`src/rtl/answer_ctrl.sv`:
```
// Quiz-show answer controller: buzz-in arbitration, per-question countdown and
// saturating per-player scoring for up to four players.
module answer_ctrl #(
    parameter int unsigned CLK_HZ = 100000000
) (
    input  logic       clk,
    input  logic       rst_n,
    input  logic       is_set_over,
    input  logic [5:0] num_people,
    input  logic [5:0] count_seconds,
    input  logic [5:0] correct_point,
    input  logic [5:0] mistake_point,
    input  logic       start_btn,
    input  logic       judge_ok,
    input  logic       judge_bad,
    input  logic [3:0] player_btn,
    output logic [2:0] state,
    output logic [1:0] winner,
    output logic       winner_valid,
    output logic [5:0] remaining,
    output logic [7:0] score0,
    output logic [7:0] score1,
    output logic [7:0] score2,
    output logic [7:0] score3,
    output logic       alarm
);

    localparam logic [2:0] ST_IDLE   = 3'd0;
    localparam logic [2:0] ST_READY  = 3'd1;
    localparam logic [2:0] ST_OPEN   = 3'd2;
    localparam logic [2:0] ST_ANSWER = 3'd3;

    localparam int unsigned NPLAYER = 4;
    localparam int unsigned SCORE_W = 8;
    localparam int unsigned PT_W    = 6;
    localparam int unsigned CNT_W   = (CLK_HZ > 1) ? $clog2(CLK_HZ) : 1;

    logic [2:0]         state_q, state_d;
    logic [1:0]         winner_q, winner_d;
    logic               wv_q, wv_d;
    logic [PT_W-1:0]    rem_q, rem_d;
    logic [SCORE_W-1:0] score_q [NPLAYER];
    logic [SCORE_W-1:0] score_d [NPLAYER];
    logic               alarm_q, alarm_d;
    logic [CNT_W-1:0]   cnt_q, cnt_d;

    logic               start_prev, ok_prev, bad_prev;
    logic [NPLAYER-1:0] player_prev;

    logic               start_ev, ok_ev, bad_ev;
    logic [NPLAYER-1:0] player_ev;
    logic [NPLAYER-1:0] enable_mask;
    logic [NPLAYER-1:0] buzz;
    logic               buzz_any;
    logic [1:0]         buzz_idx;
    logic               tick;
    logic               rem_expire;
    logic               rem_dec;

    // Adds points, clamping at the top of the score range.
    function automatic logic [SCORE_W-1:0] sat_add(input logic [SCORE_W-1:0] s,
                                                   input logic [PT_W-1:0]    p);
        logic [SCORE_W:0] sum;
        sum = {1'b0, s} + (SCORE_W+1)'(p);
        return sum[SCORE_W] ? {SCORE_W{1'b1}} : sum[SCORE_W-1:0];
    endfunction

    // Removes points, clamping at zero.
    function automatic logic [SCORE_W-1:0] sat_sub(input logic [SCORE_W-1:0] s,
                                                   input logic [PT_W-1:0]    p);
        logic [SCORE_W-1:0] pw;
        pw = SCORE_W'(p);
        return (s < pw) ? '0 : (s - pw);
    endfunction

    assign start_ev  = start_btn & ~start_prev;
    assign ok_ev     = judge_ok & ~ok_prev;
    assign bad_ev    = judge_bad & ~bad_prev;
    assign player_ev = player_btn & ~player_prev;

    // Player count clamped to 2..4 before masking buzzers.
    always_comb begin
        enable_mask = 4'b1111;
        if (num_people < 6'd3) begin
            enable_mask = 4'b0011;
        end else if (num_people == 6'd3) begin
            enable_mask = 4'b0111;
        end
    end

    assign buzz     = player_ev & enable_mask;
    assign buzz_any = |buzz;

    // Lowest index wins a same-cycle tie.
    always_comb begin
        buzz_idx = 2'd0;
        for (int i = NPLAYER - 1; i >= 0; i--) begin
            if (buzz[i]) begin
                buzz_idx = 2'(i);
            end
        end
    end

    assign tick       = (cnt_q == CNT_W'(CLK_HZ - 1));
    assign rem_expire = tick && (rem_q == 6'd1);
    assign rem_dec    = tick && (rem_q != 6'd0);

    always_comb begin
        state_d = state_q;
        winner_d = winner_q;
        wv_d = wv_q;
        rem_d = rem_q;
        score_d = score_q;
        alarm_d = 1'b0;
        cnt_d = tick ? '0 : (cnt_q + CNT_W'(1));

        if (!is_set_over) begin
            state_d = ST_IDLE;
            wv_d = 1'b0;
            rem_d = '0;
            for (int i = 0; i < NPLAYER; i++) begin
                score_d[i] = '0;
            end
        end else begin
            case (state_q)
                ST_IDLE: begin
                    state_d = ST_READY;
                end
                ST_READY: begin
                    if (start_ev) begin
                        state_d = ST_OPEN;
                        rem_d = count_seconds;
                        cnt_d = '0;
                        wv_d = 1'b0;
                    end
                end
                ST_OPEN: begin
                    // A buzz beats a countdown expiring on the same edge.
                    if (buzz_any) begin
                        state_d = ST_ANSWER;
                        winner_d = buzz_idx;
                        wv_d = 1'b1;
                        rem_d = count_seconds;
                        cnt_d = '0;
                    end else if (rem_expire) begin
                        state_d = ST_READY;
                        rem_d = '0;
                        alarm_d = 1'b1;
                        wv_d = 1'b0;
                    end else if (rem_dec) begin
                        rem_d = rem_q - 6'd1;
                    end
                end
                ST_ANSWER: begin
                    if (bad_ev) begin
                        state_d = ST_READY;
                        score_d[winner_q] = sat_sub(score_q[winner_q], mistake_point);
                    end else if (ok_ev) begin
                        state_d = ST_READY;
                        score_d[winner_q] = sat_add(score_q[winner_q], correct_point);
                    end else if (rem_expire) begin
                        state_d = ST_READY;
                        rem_d = '0;
                        alarm_d = 1'b1;
                        score_d[winner_q] = sat_sub(score_q[winner_q], mistake_point);
                    end else if (rem_dec) begin
                        rem_d = rem_q - 6'd1;
                    end
                end
                default: begin
                    state_d = ST_IDLE;
                end
            endcase
        end
    end

    always_ff @(posedge clk or negedge rst_n) begin
        if (!rst_n) begin
            state_q <= ST_IDLE;
            winner_q <= '0;
            wv_q <= 1'b0;
            rem_q <= '0;
            alarm_q <= 1'b0;
            cnt_q <= '0;
            for (int i = 0; i < NPLAYER; i++) begin
                score_q[i] <= '0;
            end
        end else begin
            state_q <= state_d;
            winner_q <= winner_d;
            wv_q <= wv_d;
            rem_q <= rem_d;
            alarm_q <= alarm_d;
            cnt_q <= cnt_d;
            for (int i = 0; i < NPLAYER; i++) begin
                score_q[i] <= score_d[i];
            end
        end
    end

    // Previous-sample registers for rising-edge detection.
    always_ff @(posedge clk or negedge rst_n) begin
        if (!rst_n) begin
            start_prev <= 1'b0;
            ok_prev <= 1'b0;
            bad_prev <= 1'b0;
            player_prev <= '0;
        end else begin
            start_prev <= start_btn;
            ok_prev <= judge_ok;
            bad_prev <= judge_bad;
            player_prev <= player_btn;
        end
    end

    assign state        = state_q;
    assign winner       = winner_q;
    assign winner_valid = wv_q;
    assign remaining    = rem_q;
    assign score0       = score_q[0];
    assign score1       = score_q[1];
    assign score2       = score_q[2];
    assign score3       = score_q[3];
    assign alarm        = alarm_q;

endmodule
```
`config.mk`:
```
export PLATFORM = sky130hd
export DESIGN_NAME = answer_ctrl
export DESIGN_NICKNAME = d
export VERILOG_FILES = /design/src/rtl/answer_ctrl.sv
export SDC_FILE = /design/constraint.sdc
export NUM_CORES = 1
export LEC_CHECK = 0
export CAP_MARGIN = 20
export CORE_MARGIN = 5
export CORE_UTILIZATION = 36
export CTS_CLUSTER_SIZE = 30
export DETAILED_ROUTE_END_ITERATION = 6
export SETUP_SLACK_MARGIN = 0.5
export SYNTH_ARGS = -nofsm -noshare
export SYNTH_HDL_FRONTEND = slang
export SYNTH_SLANG_ARGS = --single-unit
```
`constraint.sdc`:
```
create_clock -name clk -period 3.7 [get_ports clk]
set_input_delay 0.37 -clock clk [delete_from_list [all_inputs] [get_ports clk]]
set_output_delay 0.37 -clock clk [all_outputs]
set_load 0.01 [all_outputs]
```
# After elaboration in Yosys (flattened, before gate mapping)
# Cells that the tools add are included.
[word_totals]
regBits = 79
in_bits = 34
out_inout_bits = 45
elab_cells = 107
[op_classes]
addsub = 4
order_cmp = 4
eq_ne = 14
mux = 51
bitwise = 10
reduce_logical = 10
[ops]
columns = ["op", "n"]
rows = [
  ["32-bit 2-to-1 mux", 5],
  ["27-bit 2-to-1 mux", 4],
  ["32-bit bitwise mux", 2],
  ["27-bit case mux with 2 select lines", 1],
  ["6-bit 2-to-1 mux", 7],
  ["8-bit 2-to-1 mux", 5],
  ["27-bit by 1-bit adder with 27-bit output (second input constant)", 1],
  ["27-bit equality test (second input constant)", 1],
  ["3-bit 2-to-1 mux", 6],
  ["6-bit case mux with 3 select lines", 1],
  ["8-bit binary-select mux with 2-bit select", 1],
  ["8-bit demux with 2-bit select", 1],
  ["3-bit case mux with 4 select lines", 1],
  ["8-bit by 6-bit adder with 9-bit output", 1],
  ["1-bit 2-to-1 mux", 9],
  ["3-bit != test (second input constant)", 3],
  ["4-bit bitwise AND", 2],
  ["8-bit by 6-bit < comparator with 1-bit output", 1],
  ["2-bit 2-to-1 mux", 4],
  ["4-bit 2-to-1 mux", 2],
  ["4-bit by 1-bit != test with 1-bit output (second input constant)", 2],
  ["8-bit by 6-bit subtractor with 8-bit output", 1],
  ["3-bit by 2-bit equality test with 1-bit output (second input constant)", 2],
  ["6-bit by 1-bit equality test with 1-bit output (second input constant)", 1],
  ["other kinds (21)", 29],
]

# Logic depth before layout (Yosys ltp)
[depth]
ltp_word = 12
ltp_mapped = 12
mapped_depth_nobuf = 11

# Worst setup path after synthesis
# OpenSTA, ideal clock, no wires.
[synth_path]
path_kind = "register to register"
from = "register winner_q[0], in the netlist winner[0]"
to = "register score_q (netlist bit score0[5])"
setup_ns = 0.132
arrival_ns = 3.309
required_ns = 3.568
slack_ns = 0.258
stages_incl_launch_ff = 13
path_buffers = 1
period_less_slack_ns = 3.442
cell_sequence = "dfrtp_1 > buf_1 > mux4_2 > inv_1 > ha_1 > inv_1 > fa_1 > a21o_1 > and4_1 > nor3_2 > a31oi_1 > a22oi_1 > a21oi_1"
[synth_between]
elab_chain_len = 12
word_cells_on_any_way = 21
cone_classes = "2 x add/sub; 3 x order compare; 14 x mux; 1 x bitwise; 1 x reduce/logical"
[synth_rtl]
columns = ["item", "line", "text"]
rows = [
  ["start, declared", "39", "logic [1:0] winner_q, winner_d;"],
  ["start signal, assigned", "190", "winner_q <= winner_d;"],
  ["2-bit NOT with 3-bit output (not written as such) *", "157, 160, 165", ""],
  ["8-bit binary-select mux with 2-bit select", "157, 160, 165", ""],
  ["8-bit 2-to-1 mux (not written as such) (2 in series)", "157, 160, 165", ""],
  ["8-bit by 6-bit subtractor with 8-bit output / 8-bit by 6-bit < comparator with 1-bit output (equally long branches)", "73", "return (s < pw) ? '0 : (s - pw);"],
  ["8-bit 2-to-1 mux", "73", ""],
  ["32-bit bitwise mux", "157, 165", ""],
  ["32-bit 2-to-1 mux", "161", "end else if (rem_expire) begin"],
  ["32-bit 2-to-1 mux", "158", "end else if (ok_ev) begin"],
  ["32-bit 2-to-1 mux *", "155", "if (bad_ev) begin"],
  ["32-bit 2-to-1 mux *", "125", "case (state_q)"],
  ["32-bit 2-to-1 mux *", "117", "if (!is_set_over) begin"],
  ["end signal, assigned by index", "196", "score_q[i] <= score_d[i];"],
  ["end, declared", "42", "logic [SCORE_W-1:0] score_q [NPLAYER];"],
]
# Mark *: on every way between the ends. The rest lies on a longest branch, timed or not. The select of a mux whose other input is x is not followed.
# A chain may end at the register's enable or synchronous reset.

# Worst setup path in the final report
[layout_path]
from = "register winner_q[0], in the netlist winner[0]"
to = "register score_q (netlist bit score2[7])"
# The elaborated chain is that of the path after synthesis.

==> run summary <==
Net Sw Power - 0.504 mW
WHS Path Cells - 1
largest net degree at the start of global routing - 80
CP startpoint kind - flop
CTS buffer count - 9
Req. time, crit path - 3.88 ns
number of global-route vias before repair - 3901
Starting DRT DRC Count - 251
die span in y - 123 um
switching share of power - 0.232
VDD IR max - 0.229 mV
CTS clk-pin slew, worst paths - 0.06 ns
Post-synth EDFFs - 0
drt first pass iters - 5
Initial Util - 0.365
Avg Cell Area, Syn - 9.75 um^2
Hold Fails Final Rpt - 0
cell repeated most along the worst path - o31a_1
TritonCTS clock tree - yes
post-synthesis cell type count - 58
skew final - 0.00754 ns
grt ovf - 0
commonest non-fill, non-tap cells in the layout - dfrtp_1 (78), clkdlybuf4s50_1 (77), o21ai_0 (53)
Worst Max-Slew Pin Slew - 0.938 ns
RSZ-0062 raised after global routing - no
Max stage delay cell, worst path - mux4_2
setup violators final - 0
Hold Path Class - flop to flop
Max-Cap Viols - 0
Crit Path Class - flop to flop
Ys Warns - 0
Layout Cells excl Fill - 726
CP max FO - 11
R2R cell count - 9
gr usage total - 0.165
Tot Pwr - 2.17 mW
die area - 15000 um^2
Via density - 5.31
internal power - 1.67 mW
#FFs+latches synth - 79
combinational fraction of design power - 0.103
Cell Pwr Density - 365 nW/um^2
clock power share - 0.462
layout cells sized above 1 - 0.0939
Lkg Pwr - 2.56 nW
placed cell count - 709
Critical Path AT - 3.22 ns
sequential fraction of the synthesis area - 0.433
commonest non-fill, non-tap cell in the layout - dfrtp_1
FP Rows - 41
Avg WL per Cell - 16.5 um
Clock Tree Buf Depth - 2
status - completed
fin crit share - 0.823
postcts setup bufs - 0
ant diodes - 0
first-pass GRT wire length - 19600 um
CP Capture Type - flop
Slew Viols, Final - 0
Routed WL - 12000 um
die width - 123 um
Syn Inst Count - 468
share of power burned in registers - 0.434
# port buffers - 78
crit path time final - 3.05 ns
Clock Latency Late Sink - 0.33 ns
Fmax achieved - 328 MHz
HPWL Detailed - 8910 um
vias - 3856
number of fill cells - 1207
H-tree depth - 3
Worst slew margin - 0.374
Fin Setup TNS - 0 ns
synthesis-to-finish area growth - 30.3%
Synthesized Nets - 520
Main synth FF type - dfrtp_1
worst stage delay on the critical path - 0.56 ns
# IOs - 79
GP Congestion - 0.882
CORE AREA - 12500 um^2
synthesized area - 4560 um^2
Residual DRC - 0
R2R Setup Slk - 0.65 ns
ys async rst share - 1.00
nets - 602
critical path cell sequence - buf_8 > mux4_2 > ha_1 > o21a_1 > o31a_1 > o31a_1 > or3_1 > o211ai_1 > a21oi_1
Final ANT Viol Nets - 0
antenna violations before repair - 0
CTS Root Buffer Type - clkbuf_16
clock sink count - 79
==> sequential cells by signal (all words and copies together) (netlist names), 2 cells and up <==
signal,count
score3,8
state,3
cnt_q,27
score2,8
winner,2
remaining,6
player_prev,4
score0,8
score1,8
==> cells in the mapped netlist (4+ instances only) <==
| master | count | share of area |
|---|---|---|
| a211oi_1 | 4 | 0.0066 |
| a21o_1 | 4 | 0.0066 |
| a21oi_1 | 42 | 0.046 |
| a22oi_1 | 4 | 0.0066 |
| and2_1 | 4 | 0.0055 |
| and3_1 | 5 | 0.0069 |
| and4_1 | 6 | 0.012 |
| buf_2 | 6 | 0.0066 |
| clkbuf_1 | 5 | 0.0041 |
| dfrtp_1 | 79 | 0.43 |
| ha_1 | 16 | 0.044 |
| inv_1 | 19 | 0.016 |
| mux4_2 | 8 | 0.039 |
| nand2_1 | 19 | 0.016 |
| nand2b_1 | 7 | 0.0096 |
| nand3_1 | 12 | 0.013 |
| nand4_1 | 7 | 0.0096 |
| nor2_1 | 48 | 0.039 |
| nor2b_1 | 10 | 0.014 |
| nor3_1 | 9 | 0.0099 |
| nor4_1 | 5 | 0.0069 |
| o21ai_0 | 55 | 0.060 |
| o21ai_1 | 5 | 0.0055 |
| or3_1 | 5 | 0.0069 |
| xnor2_1 | 14 | 0.027 |
| xor2_1 | 16 | 0.031 |
==> worst max-delay path: cells and delay by family (launching register included) <==
kind / cells / cell delay [ns]
DFF: 1 / 0.41
AOI/OAI and AO/OA: 5 / 1.07
buffers and inverters: 1 / 0.18
adders and majority gates: 1 / 0.35
muxes: 1 / 0.56
and+or+nand+nor: 1 / 0.31
==> power by group through the flow <==
stage	clock [mW]	sequential, mW	combinational (mW)
after floorplan	0	0.951	0.124
after global placement	0	0.956	0.214
after detailed placement	0	0.959	0.217
after CTS	1.02	0.943	0.219
after global routing	1.06	0.949	0.249
final	1.01	0.943	0.225
==> metal layers <==
layer | global-route usage | part of all wire | up-vias
li1 | - | - | 1864
met1 | 0.208 | 0.43 | 1859
met2 | 0.280 | 0.49 | 117
met3 | 0.0341 | 0.058 | 16
met4 | 0.0567 | 0.017 | 0
met5 | 0 | 0 | -
==> timing repair <==
| item | CTS | global route |
|---|---|---|
| setup endpoints to repair | 0 | 24 |
| hold buffers | 0 | 1 |
| hold endpoints to repair | 0 | 22 |
| gates resized for setup | 0 | 13 |
==> final timing paths <==
path | startpoint | end
setup / recovery | winner[0] | score2[7]
hold / removal | cnt_q[0] | cnt_q[0]
setup reg to reg | winner[0] | score2[7]
hold reg to reg | cnt_q[0] | cnt_q[0]
max in group asynchronous | rst_n | winner[0]
min in group asynchronous | rst_n | cnt_q[1]
==> logic make-up (layout without fill, tap and decap cells) <==
logic type      count (synthesis)  in the layout  share of synthesized area
other cells                     1              1                   0.000822
fa+ha+maj                      18             18                     0.0526
mux                            14             14                     0.0535
flops                          79             79                      0.433
simple gates                  148            148                      0.176
buf+inv                        36            122                     0.0354
xor+xnor                       30             30                     0.0576
compound gates                142            142                      0.191
==> metrics by stage <==
| stage | setup slack (ns) | area, um^2 | util | hold slack, ns |
|---|---|---|---|---|
| 2_1_floorplan | 0.524 | 4570 | - | 0.0744 |
| 3_3_place_gp | 0.631 | 5530 | 0.442 | 0.439 |
| 3_5_place_dp | 0.533 | 5530 | 0.442 | 0.450 |
| 4_1_cts | 0.509 | 5860 | 0.468 | 0.254 |
| 5_1_grt | 0.512 | 5950 | 0.475 | 0.479 |
| 6_report | 0.653 | 5950 | 0.475 | 0.451 |
==> layout make-up <==
type                            instances  area [um^2]  area share
Timing Repair Buffer                   88          883       0.148
Multi-Input combinational cell        353         2470       0.415
Inverter                               19         71.3      0.0120
Clock buffer                           10          229      0.0385
Clock inverter                          5          106      0.0179
Tap cell                              172          215      0.0362
Sequential cell                        79         1980       0.332
(Power assumes the default switching activity.)
